<file path="config.mk">
export PLATFORM = sky130hd
export DESIGN_NAME = oport_wrr_pck_arbiter
export DESIGN_NICKNAME = d
export VERILOG_FILES = /design/src/rtl/oport_wrr_pck_arbiter_pkg.sv /design/src/rtl/oport_wrr_pck_arbiter_rr_ptr_first_one.sv /design/src/rtl/oport_wrr_pck_arbiter.sv
export SDC_FILE = /design/constraint.sdc
export NUM_CORES = 1
export LEC_CHECK = 0
export BUFFER_PORTS_ARGS = -buffer_cell sky130_fd_sc_hd__buf_2
export CAP_MARGIN = 40
export CELL_PAD_IN_SITES_DETAIL_PLACEMENT = 0
export CELL_PAD_IN_SITES_GLOBAL_PLACEMENT = 1
export CORE_MARGIN = 2
export CORE_UTILIZATION = 46
export CTS_CLUSTER_DIAMETER = 200
export CTS_CLUSTER_SIZE = 16
export DETAILED_ROUTE_END_ITERATION = 12
export GPL_TIMING_DRIVEN = 0
export PLACE_DENSITY_LB_ADDON = 0.1
export SLEW_MARGIN = 20
export SYNTH_ARGS = -nofsm -noshare
export SYNTH_HDL_FRONTEND = slang
export SYNTH_SLANG_ARGS = --single-unit
</file>
<file path="constraint.sdc">
create_clock -name clk -period 7.2 [get_ports clk]
set_input_delay 0.36 -clock clk [delete_from_list [all_inputs] [get_ports clk]]
set_output_delay 0.36 -clock clk [all_outputs]
set_load 0.01 [all_outputs]
</file>
<file path="src/rtl/oport_wrr_pck_arbiter_pkg.sv">
// Router-wide shared definitions for the output-port switch arbiter:
// index-width helper, default weight width and the arbiter FSM encoding.
package oport_wrr_pck_arbiter_pkg;

    localparam int unsigned WEIGHTW_DEFAULT = 4;

    // Ceiling log2 with a floor of 1 so single-input instances still get a legal index width.
    function automatic int unsigned log2(input int unsigned n);
        for (int unsigned r = 1; r < 32; r++) begin
            if ((32'd1 << r) >= n) return r;
        end
        return 32;
    endfunction

    typedef enum logic {
        ST_IDLE   = 1'b0,
        ST_LOCKED = 1'b1
    } arb_state_e;

endpackage

</file>
<file path="src/rtl/oport_wrr_pck_arbiter_rr_ptr_first_one.sv">
// Combinational rotate-from-pointer selector: one-hot of the first request
// found scanning ptr, ptr+1, ... wrapping modulo N.
module rr_ptr_first_one #(
    parameter int unsigned N  = 4,
    parameter int unsigned Nw = 2
) (
    input  logic [N-1:0]  req,
    input  logic [Nw-1:0] ptr,
    output logic [N-1:0]  sel_oh,
    output logic [Nw-1:0] sel_idx,
    output logic          sel_any
);

    int unsigned j;

    always_comb begin
        sel_oh  = '0;
        sel_idx = '0;
        sel_any = 1'b0;
        j       = 0;
        for (int unsigned k = 0; k < N; k++) begin
            // Explicit wrap keeps non-power-of-2 N inside the request vector.
            j = int'(ptr) + k;
            if (j >= N) j = j - N;
            if (!sel_any && (j < N) && req[Nw'(j)]) begin
                sel_any         = 1'b1;
                sel_oh[Nw'(j)]  = 1'b1;
                sel_idx         = Nw'(j);
            end
        end
    end

endmodule

</file>
<file path="src/rtl/oport_wrr_pck_arbiter.sv">
// Per-output-port switch arbiter: packet-granular weighted round-robin among
// N inputs, credit-gated, with the winner holding the port from head to tail.
module oport_wrr_pck_arbiter
    import oport_wrr_pck_arbiter_pkg::*;
#(
    parameter int unsigned N       = 4,
    parameter int unsigned WEIGHTw = WEIGHTW_DEFAULT
) (
    input  logic                   clk,
    input  logic                   reset,
    input  logic [N-1:0]           req,
    input  logic [N-1:0]           tail,
    input  logic [N*WEIGHTw-1:0]   weight_all,
    input  logic                   credit_ok,
    output logic [N-1:0]           grant,
    output logic                   grant_valid,
    output logic [log2(N)-1:0]     owner,
    output logic                   locked,
    output logic [N-1:0]           weight_done
);

    localparam int unsigned Nw = log2(N);

    arb_state_e            state_q, state_d;
    logic [Nw-1:0]         ptr_q, ptr_d;
    logic [Nw-1:0]         owner_q, owner_d;
    logic [N-1:0]          wd_q, wd_d;
    logic [WEIGHTw-1:0]    cnt_q [N];
    logic [WEIGHTw-1:0]    cnt_d [N];

    logic [N-1:0]          sel_oh;
    logic [Nw-1:0]         sel_idx;
    logic                  sel_any;
    logic [N-1:0]          grant_c;
    logic [Nw-1:0]         gidx;
    logic [WEIGHTw-1:0]    wsel;

    rr_ptr_first_one #(
        .N  (N),
        .Nw (Nw)
    ) u_sel (
        .req     (req),
        .ptr     (ptr_q),
        .sel_oh  (sel_oh),
        .sel_idx (sel_idx),
        .sel_any (sel_any)
    );

    always_comb begin
        state_d = state_q;
        ptr_d   = ptr_q;
        owner_d = owner_q;
        cnt_d   = cnt_q;
        wd_d    = '0;
        grant_c = '0;
        wsel    = '0;
        gidx    = (state_q == ST_LOCKED) ? owner_q : sel_idx;

        if (!reset) begin
            case (state_q)
                ST_IDLE: begin
                    if (credit_ok && sel_any) begin
                        grant_c = sel_oh;
                        owner_d = sel_idx;
                        if (!tail[sel_idx]) state_d = ST_LOCKED;
                    end
                end
                ST_LOCKED: begin
                    for (int unsigned i = 0; i < N; i++) begin
                        if (Nw'(i) == owner_q) grant_c[i] = req[i] & credit_ok;
                    end
                    if ((|grant_c) && tail[owner_q]) state_d = ST_IDLE;
                end
                default: state_d = ST_IDLE;
            endcase
        end

        // Quantum accounting happens only when a packet completes (tail granted).
        if ((|grant_c) && tail[gidx]) begin
            for (int unsigned i = 0; i < N; i++) begin
                if (Nw'(i) == gidx) begin
                    if (cnt_q[i] <= WEIGHTw'(1)) begin
                        wsel     = weight_all[i*WEIGHTw +: WEIGHTw];
                        cnt_d[i] = (wsel == '0) ? WEIGHTw'(1) : wsel;
                        ptr_d    = (gidx == Nw'(N-1)) ? '0 : gidx + Nw'(1);
                        wd_d[i]  = 1'b1;
                    end else begin
                        cnt_d[i] = cnt_q[i] - WEIGHTw'(1);
                        ptr_d    = gidx;
                    end
                end
            end
        end
    end

    always_ff @(posedge clk or posedge reset) begin
        if (reset) begin
            state_q <= ST_IDLE;
            ptr_q   <= '0;
            owner_q <= '0;
            wd_q    <= '0;
            for (int unsigned i = 0; i < N; i++) cnt_q[i] <= WEIGHTw'(1);
        end else begin
            state_q <= state_d;
            ptr_q   <= ptr_d;
            owner_q <= owner_d;
            wd_q    <= wd_d;
            cnt_q   <= cnt_d;
        end
    end

    assign grant       = grant_c;
    assign grant_valid = |grant_c;
    assign owner       = owner_q;
    assign locked      = (state_q == ST_LOCKED);
    assign weight_done = wd_q;

endmodule

</file>
==> results of run 1 <==
-- cells by family (layout without fill, tap and decap cells) --
logic type / after synthesis / count (layout) / share of synthesized area [%]
buffers and inverters: 29 / 72 / 5.81
AOI/OAI and AO/OA: 74 / 74 / 24.6
muxes: 21 / 21 / 11.1
and+or+nand+nor: 94 / 94 / 20.5
DFF: 25 / 25 / 27.4
xor gates and xnor gates: 1 / 1 / 0.380
adders and majority gates: 19 / 19 / 10.3
-- routing by layer --
metal | routed length (µm) | vias up
met5 | 0 | -
met4 | 27 | 0
met3 | 179 | 2
met2 | 2690 | 40
met1 | 2940 | 1012
li1 | - | 1083
-- placed cells by master (no fill, tap or decap), drive strengths merged, types with 7 or more instances in the layout --
master / instances
buf: 44
a21oi: 18
a31oi: 10
nor2: 27
mux2i: 15
nand4: 9
ha: 19
a41oi: 9
nand2: 14
dfrtp: 21
inv: 20
clkbuf: 7
o21ai: 11
nor3: 17
-- registers in the layout, summed over array words and instances, names as in the netlist --
register     count
weight_done      4
owner            2
cnt_q           16
ptr_q            2
locked           1
-- worst max-delay path: cells and delay by family, from the launching register on --
kind / cells / cell delay, ps
AOI/OAI and AO/OA: 4 / 1000
DFF: 1 / 420
adders and majority gates: 2 / 550
buffers and inverters: 4 / 1020
and+or+nand+nor: 2 / 410
muxes: 4 / 870
-- cell type report --
cell class / count / area (µm²)
clock buffer: 3 / 41.3
tap: 67 / 83.8
timing repair buffer: 39 / 218
buffer: 9 / 58.8
fill: 458 / 2130
clock inverter: 1 / 7.51
inverter: 20 / 75.1
multi-input combinational: 209 / 1540
sequential: 25 / 631
-- power by group through the flow --
stage	registers [mW]	clock network, mW	logic (mW)
after floorplan	0.269	0	0.729
after global placement	0.280	0	0.934
after detailed placement	0.282	0	0.944
after CTS	0.278	0.0889	0.949
after global routing	0.292	0.0959	1.06
final	0.280	0.0867	0.952
-- metrics by stage --
stage | hold WS [ps] | util, % | setup slack [ps]
6_report | 169 | 55.5 | 2800
5_1_grt | 196 | 55.5 | 2470
4_1_cts | 175 | 55.5 | 2870
3_5_place_dp | 479 | 54.5 | 2910
3_3_place_gp | 519 | 53.9 | 2900
2_1_floorplan | 393 | - | 3480
-- path summary, 6_finish.rpt --
path	endpoint	slack (ps)
hold reg to reg	cnt_q[2]	550
min in group clk	cnt_q[9]	390
setup / recovery	ptr_q[1]	2800
hold / removal	cnt_q[2]	170
setup reg to reg	ptr_q[1]	2800
max in group asynchronous	cnt_q[12]	6440
==> impl_results.md, run 1 <==
- Syn Std Cell Area: 2300 µm²
- CTS tree: built
- Placed cells: 369
- Pin count of the biggest net entering global routing: 17
- Worst EP arrival: 4560 ps
- Post-synth net total: roughly 310
- Initial Utilization: about half
- Clock skew: 15.7 ps
- Cell accounting for the most synthesized area: dfrtp_1
- Fin cells: 373
- Critical-path cell list: clkbuf_1, inv_1, ha_1, mux4_2, or2_4, o41ai_1, a31oi_2, inv_1, ha_1, clkbuf_1, mux2i_1, nor2_1, a21oi_1, o21ai_0, mux2i_1, mux2i_1
- RSZ-0062 raised after global routing: no
- Placer Congestion: approximately 0.88
- Post-synth cell types: 52
- Worst Path Required: 7360 ps
- Period minus WS final: 4400 ps
- Clock root buffer: clkbuf_8
- Mapped Cells: 263
- Fin area: 2660 µm²
- Final Total Pwr: about 1.3 mW
- Final setup viols: 0
- Critical Path Slowest Stage Cell: o41ai_1
- Routed length per instance: 15.7 µm
- Mean Syn Cell Area: 8.76 µm²
- Max incr delay on CP: ~430 ps
- Max-cap violations: 0
- Comb power frac: 72.2%
- Ant diodes: 0
- Synth Flop Type: dfrtp_1
- Slew headroom: 44.8%
- Min-Delay Path Class: input pin to asynchronous set/reset pin
- Most used cell, CP: mux2i_1
- Fin. Hold Viols: 0
- Met2 GRT Util: 34.9%
- Via Count: between 2000 and 2500
- Yosys top cell area share: 22.8%
- Clock Latency Late Sink: roughly 270 ps
- CTS clock-pin slew for the worst setup and hold paths: 100 ps
- Switching Power: 0.695 mW
- Synthesis-to-layout area growth: 15.2%
- Power Density: 497 nW/µm²
- Crit path from: ptr_q[1]
- Max-slew violation total from the final report: 0
- Sw Ratio: ~53%
- Critical setup path kind: flop to flop
- VDD IR max: 0.000238 V
- Synth top area cells: dfrtp_1 (23%), ha_1 (10%), mux2i_1 (6.1%)
- Total Routing Usage GR: 21.8%
- GR Layer Usage met3: between 2 and 2.5%
- Share of layout cells above drive strength 1: 23.5%
- Final period utilization: 61.1%
- Post-synth EDFFs: 0
- Hpwl dp: 4470 µm
- Port buffer count: 38
- Placed instance area: 2610 µm²
- Cell-internal power: 0.624 mW
- Critical path fanouts, max: 10
- CTS buffer count: 3
- Seq cells post-synth: 25
- Final wirelength: 5840 µm
- Post-DRT Antenna Nets: 0
- FFs w/ async S/R, synth: 100%
- Most common cell in the synthesized netlist: nor2_1
- Hold Buf Count CTS: 0
- Final nets: 353
- Vias in the first global route: 1949
- Setup repair bufs after CTS: 0
- GRT Max-Usage Layer: met2
- H-tree levels: 1
- Drt drc: 0
- Die width: between 70 and 80 µm
- GRT overflow: 0
- Die height: 74.8 µm
- Met1 Usage GRT: 33.0%
- DIE AREA: 5590 µm²
- Clk sinks: 25
- Power share of the clock group: 6.6%
- Sequential share of the synthesized area: 27.4%
- Crit. End Element: flop
- Outcome: complete, no violations
- Post-CTS sizing: 0
- Fmax: 227 MHz
- Startpoint Class: flop
- DR vias/cell: roughly 5.7
- Max clock buf depth: 2
- First-pass GRT wire length: 9600 µm
- Initial antenna violation count: 0
- Leakage power: 1.21 nW
- TritonRoute pass-1 iters: 4
- Rows: 25
- Flop pwr share: 21.3%
- Ports: 39
- Setup_tns: 0 ps
- DRT iter0 DRCs: 175
- Core Region: 4790 µm²
- Worst Tran Pin Value: 822 ps
- Yosys warns: 0
- Worst R2R Start: ptr_q[1]
- R2R cell count: 16
- Synth top cells by count: nor2_1 (27), dfrtp_1 (21), inv_1 (20), ha_1 (19), a21oi_1 (18)
(Power assumes the default switching activity.)
==> run 2, diff against run 1 <==
--- a/config.mk
+++ b/config.mk
@@ -10,7 +10,7 @@
 export CELL_PAD_IN_SITES_DETAIL_PLACEMENT = 0
 export CELL_PAD_IN_SITES_GLOBAL_PLACEMENT = 1
 export CORE_MARGIN = 2
-export CORE_UTILIZATION = 46
+export CORE_UTILIZATION = 43
 export CTS_CLUSTER_DIAMETER = 200
 export CTS_CLUSTER_SIZE = 16
 export DETAILED_ROUTE_END_ITERATION = 12
==> constraint.sdc (replaced) <==
create_clock -name clk -period 4.05 [get_ports clk]
set_input_delay 0.2025 -clock clk [delete_from_list [all_inputs] [get_ports clk]]
set_output_delay 0.2025 -clock clk [all_outputs]
set_load 0.01 [all_outputs]
==> impl_results.md, run 2 (synthesis gave the netlist of run 1 again) <==
- Worst R2R Start: ptr_q[1] (unchanged)
- Commonest non-fill, non-tap cells in the layout: buf_2 (40), nor2_1 (27), dfrtp_1 (21) (unchanged)
- DIE AREA: 5960 µm² (was 5590 µm²)
- Initial Utilization: 44.8% (was 48.2%)
- Initial antenna violation count: 0 (unchanged)
- Post-DRT Antenna Nets: 0 (unchanged)
- Commonest non-fill, non-tap cell in the layout: buf_2 (unchanged)
- H-tree levels: 1 (unchanged)
- DR vias/cell: 5.81 (was 5.73)
- Ports: 39 (unchanged)
- Die width: 77.2 µm (was 74.8 µm)
- Max-cap violations: 0 (unchanged)
- Drt drc: 0 (unchanged)
- Core Region: 5140 µm² (was 4790 µm²)
- Critical-path cell list: clkbuf_2, inv_1, ha_1, mux4_2, or2_4, o311ai_2, a32o_2, a21oi_1, or3_1, buf_6, buf_2, buf_2 (was clkbuf_1, inv_1, ha_1, mux4_2, or2_4, o41ai_1, a31oi_2, inv_1, ha_1, clkbuf_1, mux2i_1, nor2_1, a21oi_1, o21ai_0, mux2i_1, mux2i_1)
- Routed length per instance: 16.0 µm (was 15.7 µm)
- Place WS: -265 ps (was 2910 ps)
- Power Density: 904 nW/µm² (was 497 nW/µm²)
- Clk sinks: 25 (unchanged)
- Outcome: complete, no violations (unchanged)
- Flop pwr share: 20.3% (was 21.3%)
- Clock root buffer: clkbuf_8 (unchanged)
- Port buffer count: 38 (unchanged)
- Total Routing Usage GR: 20.7% (was 21.8%)
- Share of layout cells above drive strength 1: 25.6% (was 23.5%)
- DRT iter0 DRCs: 138 (was 175)
- Fin area: 2700 µm² (was 2660 µm²)
- Comb power frac: 72.9% (was 72.2%)
- Clock Latency Late Sink: 290 ps (was 270 ps)
- Critical Path Slowest Stage Cell: mux4_2 (was o41ai_1)
- Power share of the clock group: 6.7% (was 6.6%)
- Ant diodes: 0 (unchanged)
- First-pass GRT wire length: 10200 µm (was 9600 µm)
- Die height: 77.2 µm (was 74.8 µm)
- Placer Congestion: 0.849 (was 0.882)
- TritonRoute pass-1 iters: 4 (unchanged)
- Slew headroom: 49.9% (was 44.8%)
- Max incr delay on CP: 410 ps (was 430 ps)
- Placed cells: 372 (was 369)
- Synthesis-to-layout area growth: 17.1% (was 15.2%)
- Critical setup path kind: flop to output port (was flop to flop)
- Largest Register: cnt_q (unchanged)
- Fin cells: 375 (was 373)
- GRT overflow: 0 (unchanged)
- CTS buffer count: 3 (unchanged)
- Max clock buf depth: 2 (unchanged)
- Min-Delay Path Class: input pin to asynchronous set/reset pin (unchanged)
- Sw Ratio: 52.8% (was 52.7%)
- Max reg flops: 16 (unchanged)
- Placed instance area: 2600 µm² (was 2610 µm²)
- Hpwl dp: 4520 µm (was 4470 µm)
- Via Count: 2180 (was 2137)
- Leakage power: 1.21 nW (about the same)
- Max-slew violation total from the final report: 0 (unchanged)
- CTS clock-pin slew for the worst setup and hold paths: 110 ps (was 100 ps)
- Worst hold margin: 13.9 ps (was 169 ps)
- Crit. End Element: output port (was flop)
- CTS tree: built (unchanged)
- Critical path fanouts, max: 10 (unchanged)
- Startpoint Class: flop (unchanged)
- Fillers: 525 (was 458)
- Worst Tran Pin Value: 746 ps (was 822 ps)
- Crit path from: ptr_q[1] (unchanged)
- Setup ws final: 170 ps (was 2800 ps)
- Final setup viols: 0 (unchanged)
- Clock skew: 13.8 ps (was 15.7 ps)
- Fin. Hold Viols: 0 (unchanged)
- Worst EP arrival: 3680 ps (was 4560 ps)
- Fmax: 258 MHz
- Cell-internal power: 1.15 mW (was 0.624 mW)
- Pin count of the biggest net entering global routing: 16 (was 17)
- Final period utilization: 95.8%
- Rows: 26 (was 25)
- Period minus WS final: 3880 ps
- Final nets: 352 (was 353)
- Switching Power: 1.29 mW (was 0.695 mW)
- Most used cell, CP: buf_2 (was mux2i_1)
- Vias in the first global route: 2152 (was 1949)
- Final wirelength: 6010 µm (was 5840 µm)
- Worst Path Required: 3850 ps (was 7360 ps)
- Final Util: 52.5% (was 55.5%)
- VDD IR max: 0.000356 V (was 0.000238 V)
run 2: final timing paths:
check / end / slack (ps) / cells past startpoint
min in group clk: cnt_q[9] / 210 / 3
worst max register to register: ptr_q[1] / 250 / 15
worst min-delay path: cnt_q[1] / 10 / 2
max in group asynchronous: cnt_q[12] / 3420 / 3
worst max-delay path: grant_valid / 170 / 12
worst min register to register: cnt_q[2] / 550 / 1
run 2: layer usage:
| layer | GRT usage (%) | part of all wire, % | up-vias |
|---|---|---|---|
| li1 | - | - | 1078 |
| met1 | 29.2 | 49 | 1041 |
| met2 | 33.6 | 47 | 53 |
| met3 | 3.06 | 3.7 | 8 |
| met4 | 4.46 | 0.80 | 0 |
| met5 | 0 | 0 | - |
run 2: area by class of cell:
type | instances | area, µm² | share of cell area (%)
clock inverter | 1 | 7.51 | 0.278
inverter | 20 | 75.1 | 2.78
clock buffer | 3 | 41.3 | 1.53
buffer | 8 | 56.3 | 2.09
sequential | 25 | 631 | 23.4
tap | 70 | 87.6 | 3.25
timing repair buffer | 39 | 205 | 7.60
multi-input combinational | 209 | 1600 | 59.1
run 2: timing repair:
action                     in CTS  in global routing
buffers inserted                0                  0
gates cloned                    0                  0
setup endpoints to repair      10                 19
hold buffers                    0                  0
resized for setup               2                  8
run 2: worst max-delay path: cells and delay by family (launching register included):
kind            cells  cell delay, ps
compound gates      3             670
fa+ha+maj           1             390
flops               1             400
simple gates        2             610
buf+inv             5             900
mux                 1             410
run 2: through the flow:
step / total power, mW / setup TNS (ps)
after global placement: 2.17 / -515
final: 2.44 / 0
after floorplan: 1.77 / 0
after global routing: 2.67 / -33.9
after CTS: 2.35 / 0
after detailed placement: 2.18 / -617
run 2: power groups by stage:
stage | combinational (mW) | sequential [mW] | clock (mW)
floorplan | 1.30 | 0.478 | 0
global placement | 1.67 | 0.498 | 0
detailed placement | 1.68 | 0.500 | 0
CTS | 1.69 | 0.495 | 0.166
global route | 1.98 | 0.518 | 0.177
finish | 1.78 | 0.496 | 0.165
==> run 3, diff against run 2 <==
--- a/config.mk
+++ b/config.mk
@@ -9,6 +9,7 @@
 export CAP_MARGIN = 40
 export CELL_PAD_IN_SITES_DETAIL_PLACEMENT = 0
 export CELL_PAD_IN_SITES_GLOBAL_PLACEMENT = 1
+export CORE_ASPECT_RATIO = 2
 export CORE_MARGIN = 2
 export CORE_UTILIZATION = 43
 export CTS_CLUSTER_DIAMETER = 200
==> impl_results.md, run 3 (synthesis gave the netlist of run 1 again) <==
- Outcome: complete, no violations (unchanged)
- Max clock buf depth: 2 (unchanged)
- Final period utilization: 95.5% (was 95.8%)
- Switching Power: 1.33 mW (was 1.29 mW)
- Hold Buf Count CTS: 0 (unchanged)
- Leakage power: 1.23 nW (was 1.21 nW)
- Total Routing Usage GR: 23.0% (was 20.7%)
- Final Total Pwr: 2.51 mW (was 2.44 mW)
- Initial antenna violation count: 0 (unchanged)
- Comb power frac: 73.7% (was 72.9%)
- Fmax: 258 MHz (about the same)
- Cell-internal power: 1.18 mW (was 1.15 mW)
- Place WS: -455 ps (was -265 ps)
- Clock Latency Late Sink: 270 ps (was 290 ps)
- Worst Path Required: 3850 ps (about the same)
- Max layer used: met4 (unchanged)
- Slew headroom: 52.7% (was 49.9%)
- Flop pwr share: 20.2% (was 20.3%)
- Max reg flops: 16 (unchanged)
- Flop2flop setup slack: 270 ps (was 250 ps)
- DIE AREA: 6000 µm² (was 5960 µm²)
- Max-slew violation total from the final report: 0 (unchanged)
- Fin. Hold Viols: 0 (unchanged)
- Worst Tran Pin Value: 704 ps (was 746 ps)
- Initial Utilization: 44.9% (was 44.8%)
- CTS clock-pin slew for the worst setup and hold paths: 90 ps (was 110 ps)
- Power share of the clock group: 6.1% (was 6.7%)
- Worst EP arrival: 3670 ps (was 3680 ps)
- Startpoint Class: flop (unchanged)
- Pin count of the biggest net entering global routing: 15 (was 16)
- TritonRoute pass-1 iters: 4 (unchanged)
- Met1 wire length: 2320 µm (was 2920 µm)
- Hpwl dp: 5240 µm (was 4520 µm)
- Synthesis-to-layout area growth: 17.8% (was 17.1%)
- RSZ-0062 raised after global routing: no
- GRT overflow: 0 (unchanged)
- Min-Delay Path Class: input pin to asynchronous set/reset pin (unchanged)
- Placer Congestion: 0.975 (was 0.849)
- VDD IR max: 0.000497 V (was 0.000356 V)
- Setup ws final: 180 ps (was 170 ps)
- Commonest non-fill, non-tap cells in the layout: buf_2 (41), nor2_1 (27), dfrtp_1 (21) (was buf_2 (40), nor2_1 (27), dfrtp_1 (21))
- DRT iter0 DRCs: 111 (was 138)
- WL met3: 210 µm (was 223 µm)
- Ports: 39 (unchanged)
- Power Density: 925 nW/µm² (was 904 nW/µm²)
- Via Count: 2302 (was 2180)
- H-tree levels: 1 (unchanged)
- First-pass GRT wire length: 11000 µm (was 10200 µm)
- Clock skew: 2.59 ps (was 13.8 ps)
- CTS tree: built (unchanged)
- Critical setup path kind: flop to output port (unchanged)
- Period minus WS final: 3870 ps (was 3880 ps)
- DR vias/cell: 6.31 (was 5.81)
- Critical path fanouts, max: 10 (unchanged)
- Final nets: 354 (was 352)
- Die height: 108 µm (was 77.2 µm)
- Vias in the first global route: 2319 (was 2152)
- Largest Register: cnt_q (unchanged)
- Final wirelength: 6680 µm (was 6010 µm)
- Port buffer count: 38 (unchanged)
- Ant diodes: 0 (unchanged)
- Commonest non-fill, non-tap cell in the layout: buf_2 (unchanged)
- Crit. End Element: output port (unchanged)
- Max-cap violations: 0 (unchanged)
- Clock root buffer: clkbuf_8 (unchanged)
- Core Region: 5140 µm² (about the same)
- Routed length per instance: 18.3 µm (was 16.0 µm)
- Rows: 37 (was 26)
- Sw Ratio: 53.1% (was 52.8%)
- Drt drc: 0 (unchanged)
- Share of layout cells above drive strength 1: 27.4% (was 25.6%)
- Die width: 55.8 µm (was 77.2 µm)
- Met2 WL post-DR: 3900 µm (was 2820 µm)
- Clk sinks: 25 (unchanged)
- CTS buffer count: 3 (unchanged)
- Final setup viols: 0 (unchanged)
- Post-DRT Antenna Nets: 0 (unchanged)
[run 3: critical path, cell delays in order (launching register included)]
cell and delay, ps:
dfrtp_1 430, clkbuf_4 230, inv_1 160, ha_4 350
mux4_2 400, or2_4 300, o311ai_2 400, a32o_2 200
a21oi_1 70, or3_1 330, buf_6 160, buf_2 200
buf_2 160
[run 3: metrics by stage]
step           hold WS [ps]  std cells  utilization [%]  setup TNS [ps]  cell area (µm²)
2_1_floorplan           235        263                -               0             2300
3_3_place_gp            501        359             50.0           -1850             2570
3_5_place_dp            319        360             50.3           -2020             2580
4_1_cts                14.3        363             51.3               0             2640
5_1_grt                58.3        365             52.8               0             2720
6_report               2.83        365             52.8               0             2720
[run 3: layer usage]
metal / vias up / GRT usage [%]
li1: 1088 / -
met4: 0 / 9.06
met1: 1118 / 22.8
met3: 20 / 1.20
met5: - / 0
met2: 76 / 47.6
[run 3: cell type report]
cell class                 instances  area, µm²
fill                             531       2420
inverter                          20       75.1
clock buffer                       3       41.3
tap                               58       72.6
clock inverter                     1       5.00
sequential                        25        631
buffer                             8       58.8
timing repair buffer              41        218
multi-input combinational        209       1610
[run 3: timing repair]
item,in CTS,in global routing
setup buffers,0,1
gates cloned,0,0
gates resized for setup,4,12
endpoints found under the hold margin,0,0
setup endpoints to repair,19,23
[run 3: power groups by stage]
stage / sequential (mW) / clock [mW] / combinational (mW)
2_1_floorplan: 0.478 / 0 / 1.30
3_3_place_gp: 0.509 / 0 / 1.70
3_5_place_dp: 0.509 / 0 / 1.71
4_1_cts: 0.503 / 0.159 / 1.73
5_1_grt: 0.527 / 0.166 / 2.04
6_report: 0.507 / 0.154 / 1.85
[run 3: worst paths after layout]
kind,from,end,depth (start not counted)
max in group asynchronous,reset,cnt_q[5],3
max,ptr_q[1],grant_valid,12
min reg2reg,cnt_q[2],cnt_q[2],1
max reg2reg,ptr_q[1],ptr_q[1],14
min,reset,cnt_q[1],2
min in group clk,weight_all[13],cnt_q[1],3
